## config.mk

```make
export PLATFORM = sky130hd
export DESIGN_NAME = register_file
export DESIGN_NICKNAME = d
export VERILOG_FILES = /design/src/rtl/register_file_pkg.sv /design/src/rtl/register_file_read_port.sv /design/src/rtl/register_file.sv
export SDC_FILE = /design/constraint.sdc
export NUM_CORES = 2
export LEC_CHECK = 0
export BUFFER_PORTS_ARGS = -buffer_cell sky130_fd_sc_hd__buf_2
export CORE_MARGIN = 8
export CORE_UTILIZATION = 25
export DETAILED_ROUTE_END_ITERATION = 16
export PLACE_DENSITY = 0.35
export SYNTH_ARGS = -nofsm -noshare
export SYNTH_HDL_FRONTEND = slang
export SYNTH_SLANG_ARGS = --single-unit
export TNS_END_PERCENT = 1
```

## constraint.sdc

```tcl
create_clock -name clk_in -period 55.8 [get_ports clk_in]
set_input_delay 11.16 -clock clk_in [delete_from_list [all_inputs] [get_ports clk_in]]
set_output_delay 11.16 -clock clk_in [all_outputs]
set_load 0.01 [all_outputs]
```

## src/rtl/register_file_pkg.sv

```systemverilog
// Shared constants for the architectural register file and its read ports.
// The register count, tag width and the hardwired-zero register index are defined only here.
package register_file_pkg;

    localparam int RoB_WIDTH  = 3;
    localparam int REG_COUNT  = 32;
    localparam int XLEN       = 32;
    localparam int REG_ADDR_W = 5;

    localparam logic [REG_ADDR_W-1:0] REG_ZERO = 5'd0;

    // True when the addressed register can hold state (x0 is wired to zero).
    function automatic logic is_real_reg(input logic [REG_ADDR_W-1:0] r);
        return r != REG_ZERO;
    endfunction

endpackage

```

## src/rtl/register_file_read_port.sv

```systemverilog
// One combinational operand port: masks x0 to zero and lets a matching commit
// bypass the stored value so the dispatcher sees the result in the same cycle.
module reg_read_port
    import register_file_pkg::*;
#(
    parameter int TAG_W = RoB_WIDTH
) (
    input  logic [REG_ADDR_W-1:0] addr,
    input  logic [XLEN-1:0]       stored_val,
    input  logic                  stored_busy,
    input  logic [TAG_W-1:0]      stored_tag,
    input  logic                  commit_valid,
    input  logic [REG_ADDR_W-1:0] commit_reg,
    input  logic [TAG_W-1:0]      commit_index,
    input  logic [XLEN-1:0]       commit_data,
    output logic [XLEN-1:0]       val,
    output logic                  busy,
    output logic [TAG_W-1:0]      tag
);

    logic bypass_hit;

    // Forward only when the commit retires the producer this register is waiting on.
    assign bypass_hit = commit_valid
                     && (commit_reg == addr)
                     && stored_busy
                     && (stored_tag == commit_index);

    always_comb begin
        val  = stored_val;
        busy = stored_busy;
        tag  = stored_tag;
        if (!is_real_reg(addr)) begin
            val  = '0;
            busy = 1'b0;
            tag  = '0;
        end else if (bypass_hit) begin
            val  = commit_data;
            busy = 1'b0;
        end
    end

endmodule

```

## src/rtl/register_file.sv

```systemverilog
// Architectural register file with per-register busy bit and rename tag,
// written by RoB commits and renamed by the dispatcher, one of each per cycle.
module register_file
    import register_file_pkg::*;
(
    input  logic                  clk_in,
    input  logic                  rst_in,
    input  logic                  rdy_in,
    input  logic                  flush_in,
    input  logic                  commit_en,
    input  logic [REG_ADDR_W-1:0] commit_reg,
    input  logic [RoB_WIDTH-1:0]  commit_index,
    input  logic [XLEN-1:0]       commit_data,
    input  logic                  rename_en,
    input  logic [REG_ADDR_W-1:0] rename_rd,
    input  logic [RoB_WIDTH-1:0]  rename_index,
    input  logic [REG_ADDR_W-1:0] rs1_addr,
    input  logic [REG_ADDR_W-1:0] rs2_addr,
    output logic                  rs1_busy,
    output logic                  rs2_busy,
    output logic [RoB_WIDTH-1:0]  rs1_tag,
    output logic [RoB_WIDTH-1:0]  rs2_tag,
    output logic [XLEN-1:0]       rs1_val,
    output logic [XLEN-1:0]       rs2_val
);

    logic [XLEN-1:0]      value [REG_COUNT];
    logic [RoB_WIDTH-1:0] tag   [REG_COUNT];
    logic [REG_COUNT-1:0] busy;
    logic [REG_COUNT-1:0] busy_next;

    logic commit_act;
    logic rename_act;
    logic commit_match;
    logic commit_valid;

    assign commit_valid = rdy_in && commit_en;
    assign commit_act   = commit_valid && is_real_reg(commit_reg);
    assign rename_act   = rdy_in && rename_en && is_real_reg(rename_rd) && !flush_in;
    assign commit_match = commit_act && busy[commit_reg] && (tag[commit_reg] == commit_index);

    // A same-cycle rename of the committing register keeps it busy for the new producer.
    always_comb begin
        busy_next = busy;
        if (rdy_in && flush_in) begin
            busy_next = '0;
        end else begin
            if (commit_match && !(rename_act && (rename_rd == commit_reg))) begin
                busy_next[commit_reg] = 1'b0;
            end
            if (rename_act) begin
                busy_next[rename_rd] = 1'b1;
            end
        end
        busy_next[REG_ZERO] = 1'b0;
    end

    always_ff @(posedge clk_in or posedge rst_in) begin
        if (rst_in) begin
            busy <= '0;
            for (int i = 0; i < REG_COUNT; i++) begin
                value[i] <= '0;
                tag[i]   <= '0;
            end
        end else if (rdy_in) begin
            busy <= busy_next;
            if (commit_act) begin
                value[commit_reg] <= commit_data;
            end
            if (rename_act) begin
                tag[rename_rd] <= rename_index;
            end
        end
    end

    reg_read_port #(.TAG_W(RoB_WIDTH)) u_rs1_port (
        .addr         (rs1_addr),
        .stored_val   (value[rs1_addr]),
        .stored_busy  (busy[rs1_addr]),
        .stored_tag   (tag[rs1_addr]),
        .commit_valid (commit_valid),
        .commit_reg   (commit_reg),
        .commit_index (commit_index),
        .commit_data  (commit_data),
        .val          (rs1_val),
        .busy         (rs1_busy),
        .tag          (rs1_tag)
    );

    reg_read_port #(.TAG_W(RoB_WIDTH)) u_rs2_port (
        .addr         (rs2_addr),
        .stored_val   (value[rs2_addr]),
        .stored_busy  (busy[rs2_addr]),
        .stored_tag   (tag[rs2_addr]),
        .commit_valid (commit_valid),
        .commit_reg   (commit_reg),
        .commit_index (commit_index),
        .commit_data  (commit_data),
        .val          (rs2_val),
        .busy         (rs2_busy),
        .tag          (rs2_tag)
    );

endmodule

```

==> impl_metrics.env <==
export IMPL_status="completed"
export IMPL_max_clock_path_buffers=3
export IMPL_power_frac_clock_pct=40.5
export IMPL_slowest_delay_ns=0.68
export IMPL_synth_xor_area_share_pct=0.304
export IMPL_critical_path_startpoint="rs2_addr[2]"
export IMPL_cap_viol_max_count=0
export IMPL_crit_path_max_fanout=33
export IMPL_synth_largest_area_cell="dfrtp_1"
export IMPL_dp_hpwl_um=152000
export IMPL_drt_first_iter_violations=2482
export IMPL_synthAdderAreaFrac_pct=0
export IMPL_irDropWorstVdd_v=0.0000200
export IMPL_number_of_enable_flip_flop_cells_after_synthesis=0
export IMPL_synth_most_common_cell="dfrtp_1"
export IMPL_synth_top_cell_area_share_pct=45.5
export IMPL_hold_path_startpoint="value[1001]"
export IMPL_grt_pass1_wl_um=361000
export IMPL_worstSkewPairLatency_ns=0.80
export IMPL_ctsResizeCount=0
export IMPL_groute_usage_overall_pct=18.7
export IMPL_cts_max_level=4
export IMPL_max_freq_ghz=0.0365
export IMPL_synth_top_cells_by_area="dfrtp_1 (45%), mux4_2 (25%), mux2_2 (16%), mux2_1 (3.2%), clkbuf_1 (2.1%)"
export IMPL_synth_warnings=0
export IMPL_setup_tns_final_ns=0
export IMPL_synth_cell_type_count=62
export IMPL_synth_common_cells="dfrtp_1 (1151), mux2_2 (910), mux4_2 (710)"
export IMPL_layout_cells_sized_above_1_pct=52.5
export IMPL_final_hold_worst_slack_ns=0.394
export IMPL_grt_overflow_total=0
export IMPL_yosys_area_share_simple_pct=2.23
export IMPL_routed_wl_um=255000
export IMPL_pwr_density_cell_nw_per_um2=32.8
export IMPL_cts_buffers=144
export IMPL_detail_route_antenna_nets=0
export IMPL_synth_seq_area_share_pct=45.5
export IMPL_synth_cells=4052
export IMPL_layout_nets=4055
export IMPL_slew_headroom_pct=15.3
export IMPL_timing_worst_setup_path_type="input port to output port"
export IMPL_synth_main_ff_cell="dfrtp_1"
export IMPL_worstRegToRegCells=7
export IMPL_power_frac_comb_pct=17.0
export IMPL_synth_mux_area_share_pct=46.5
export IMPL_cts_tree="done"
export IMPL_drtPass1Iterations=8
export IMPL_placeableCoreArea_um2=252000
export IMPL_reg2reg_from="tag[2]"
export IMPL_cp_end_kind="output port"
export IMPL_post_cts_setup_buffer_count=0
export IMPL_grt_setup_unrepaired="no"
export IMPL_count_of_vias_placed_by_the_detailed_router=39103
export IMPL_fillCellCount=25077
export IMPL_placed_cells=7193
export IMPL_report_final_hold_viol_count=0
export IMPL_cts_reportedPaths_clkPinSlew_ns=0.06
export IMPL_wl_per_cell_um=34.1
export IMPL_numClockSinks=1151
export IMPL_final_max_slew_viol_count=0
export IMPL_maximum_number_of_pins_on_one_net_before_global_route_repair=105
export IMPL_antenna_found_initial=13
export IMPL_finalCriticalPeriod_ns=27.38
export IMPL_cell_at_the_root_of_the_clock_tree="clkbuf_16"
export IMPL_internal_power_mw=1.72
export IMPL_count_of_endpoints_failing_setup_in_the_final_report=0
export IMPL_syn_to_final_growth_pct=14.4
export IMPL_hp_class="register to register"
export IMPL_ctsHoldBuffers=0
export IMPL_pwr_share_seq_pct=42.4
export IMPL_fp_row_count=184
export IMPL_detail_route_vias_per_cell=5.25
export IMPL_die_height_um=519
export IMPL_switching_power_mw=0.655
export IMPL_startpoint_type="input port"
export IMPL_drcViolationCount=0
export IMPL_worstReg2RegEnd="busy[23]"
export IMPL_crit_required_ns=44.64
export IMPL_crit_end="rs2_busy"
export IMPL_share_of_the_synthesized_area_in_compound_gates_ao_oa_aoi_oai_pct=2.47
export IMPL_p_leak_nw=31.0
export IMPL_start_util_pct=25.2
export IMPL_floorplan_die_area_um2=270000
export IMPL_timing_reg2reg_setup_slack_ns=52.48
export IMPL_worst_ep_arrival_time_ns=16.22
export IMPL_final_cycle_utilization_of_the_critical_path_pct=49.1
export IMPL_buffers_on_ports=135
export IMPL_max_slew_worst_pin_slew_ns=1.24
export IMPL_routabilityCongestion=0.771
export IMPL_ys_async_sr_fraction_pct=100
export IMPL_crit_path_cell_trace="clkbuf_8 > buf_4 > buf_4 > nand2b_1 > a211oi_1 > nor4_1 > o21ai_4 > buf_4 > or3_2 > buf_4 > nor3b_1 > buf_2"
export IMPL_first_global_vias=41855
export IMPL_synth_cell_area_um2=63300
export IMPL_switching_power_share_of_the_total_pct=27.5
export IMPL_non_filler_instance_count_after_layout=7455
export IMPL_finalClockSkew_ns=0.0109
export IMPL_net_count_after_synthesis=4116
export IMPL_synthesis_area_per_instance_um2=15.6
export IMPL_num_io_pins=136
export IMPL_cell_repeated_most_along_the_worst_path="buf_4"
export IMPL_yosys_register_bits=1151
export IMPL_cpMaxStageDelayCell="buf_4"
export IMPL_dieWidth_um=519
export IMPL_combinational_family_with_the_most_area_after_synthesis="multiplexers"
power groups by stage:
stage	Combinational (mW)	Clock [mW]	Sequential [mW]
after CTS	0.414	1.00	1.01
after global placement	0.410	0	1.02
after global routing	0.433	1.03	1.02
after floorplan	0.293	0	0.998
after detailed placement	0.413	0	1.02
final	0.405	0.964	1.01
cell families after synthesis:
group                  Yosys count
multiplexers                  1914
flip-flops                    1151
buffers and inverters          481
AND/OR/NAND/NOR                273
XOR/XNOR                        22
AO/OA/AOI/OAI                  211
per-layer routing:
metal	GRT usage [%]	part of all wire, %
met1	25.7	45
met2	31.0	49
met3	2.77	3.7
met4	4.56	2.3
met5	0	0.0051
cells in the final DEF, fill, tap and decap left out, drive strengths merged, types with 9 or more instances in the layout:
master	n
o211ai	36
a21oi	49
mux2	1092
nor3b	10
nor2	55
nand2	83
clkbuf	216
a22oi	28
nand4	11
xnor2	16
nand3	13
buf	260
nor2b	16
clkinv	24
bufinv	9
mux2i	111
dfrtp	1151
nand2b	39
mux4	711
inv	21
o41ai	33
how the worst min path moves through the flow:
stage | cells past startpoint | endpoint
floorplan | 1 | value[1000]
global placement | 0 | value[1000]
detailed placement | 0 | value[995]
CTS | 0 | value[1017]
global route | 0 | value[1021]
finish | 0 | value[1001]
critical path, delay by kind of cell:
family,cells,cell delay (ns)
AND/OR/NAND/NOR,4,1.38
AO/OA/AOI/OAI,2,0.50
buffers and inverters,6,2.87
through the flow:
stage	worst slack, ns	utilization [%]	cell area, µm²	total power, mW
after floorplan	12.22	-	63300	1.29
after CTS	28.35	28.8	72400	2.42
final	28.42	28.8	72500	2.38
after detailed placement	28.34	26.9	67600	1.43
after global routing	28.09	28.8	72400	2.49
after global placement	28.35	26.9	67600	1.43
sequential cells by signal, summed over array words and instances (netlist names):
register  count
busy         31
value      1024
tag          96
area by class of cell:
type / instances / area [µm²] / share of cell area, %
Antenna cell: 5 / 12.5 / 0.0173
Sequential cell: 1151 / 28800 / 39.8
Tap cell: 3348 / 4190 / 5.78
Timing Repair Buffer: 261 / 1700 / 2.35
Clock buffer: 215 / 4270 / 5.90
Multi-Input combinational cell: 2420 / 32900 / 45.4
Clock inverter: 42 / 528 / 0.729
Inverter: 13 / 66.3 / 0.0915
Power figures use the tool's default switching activity.
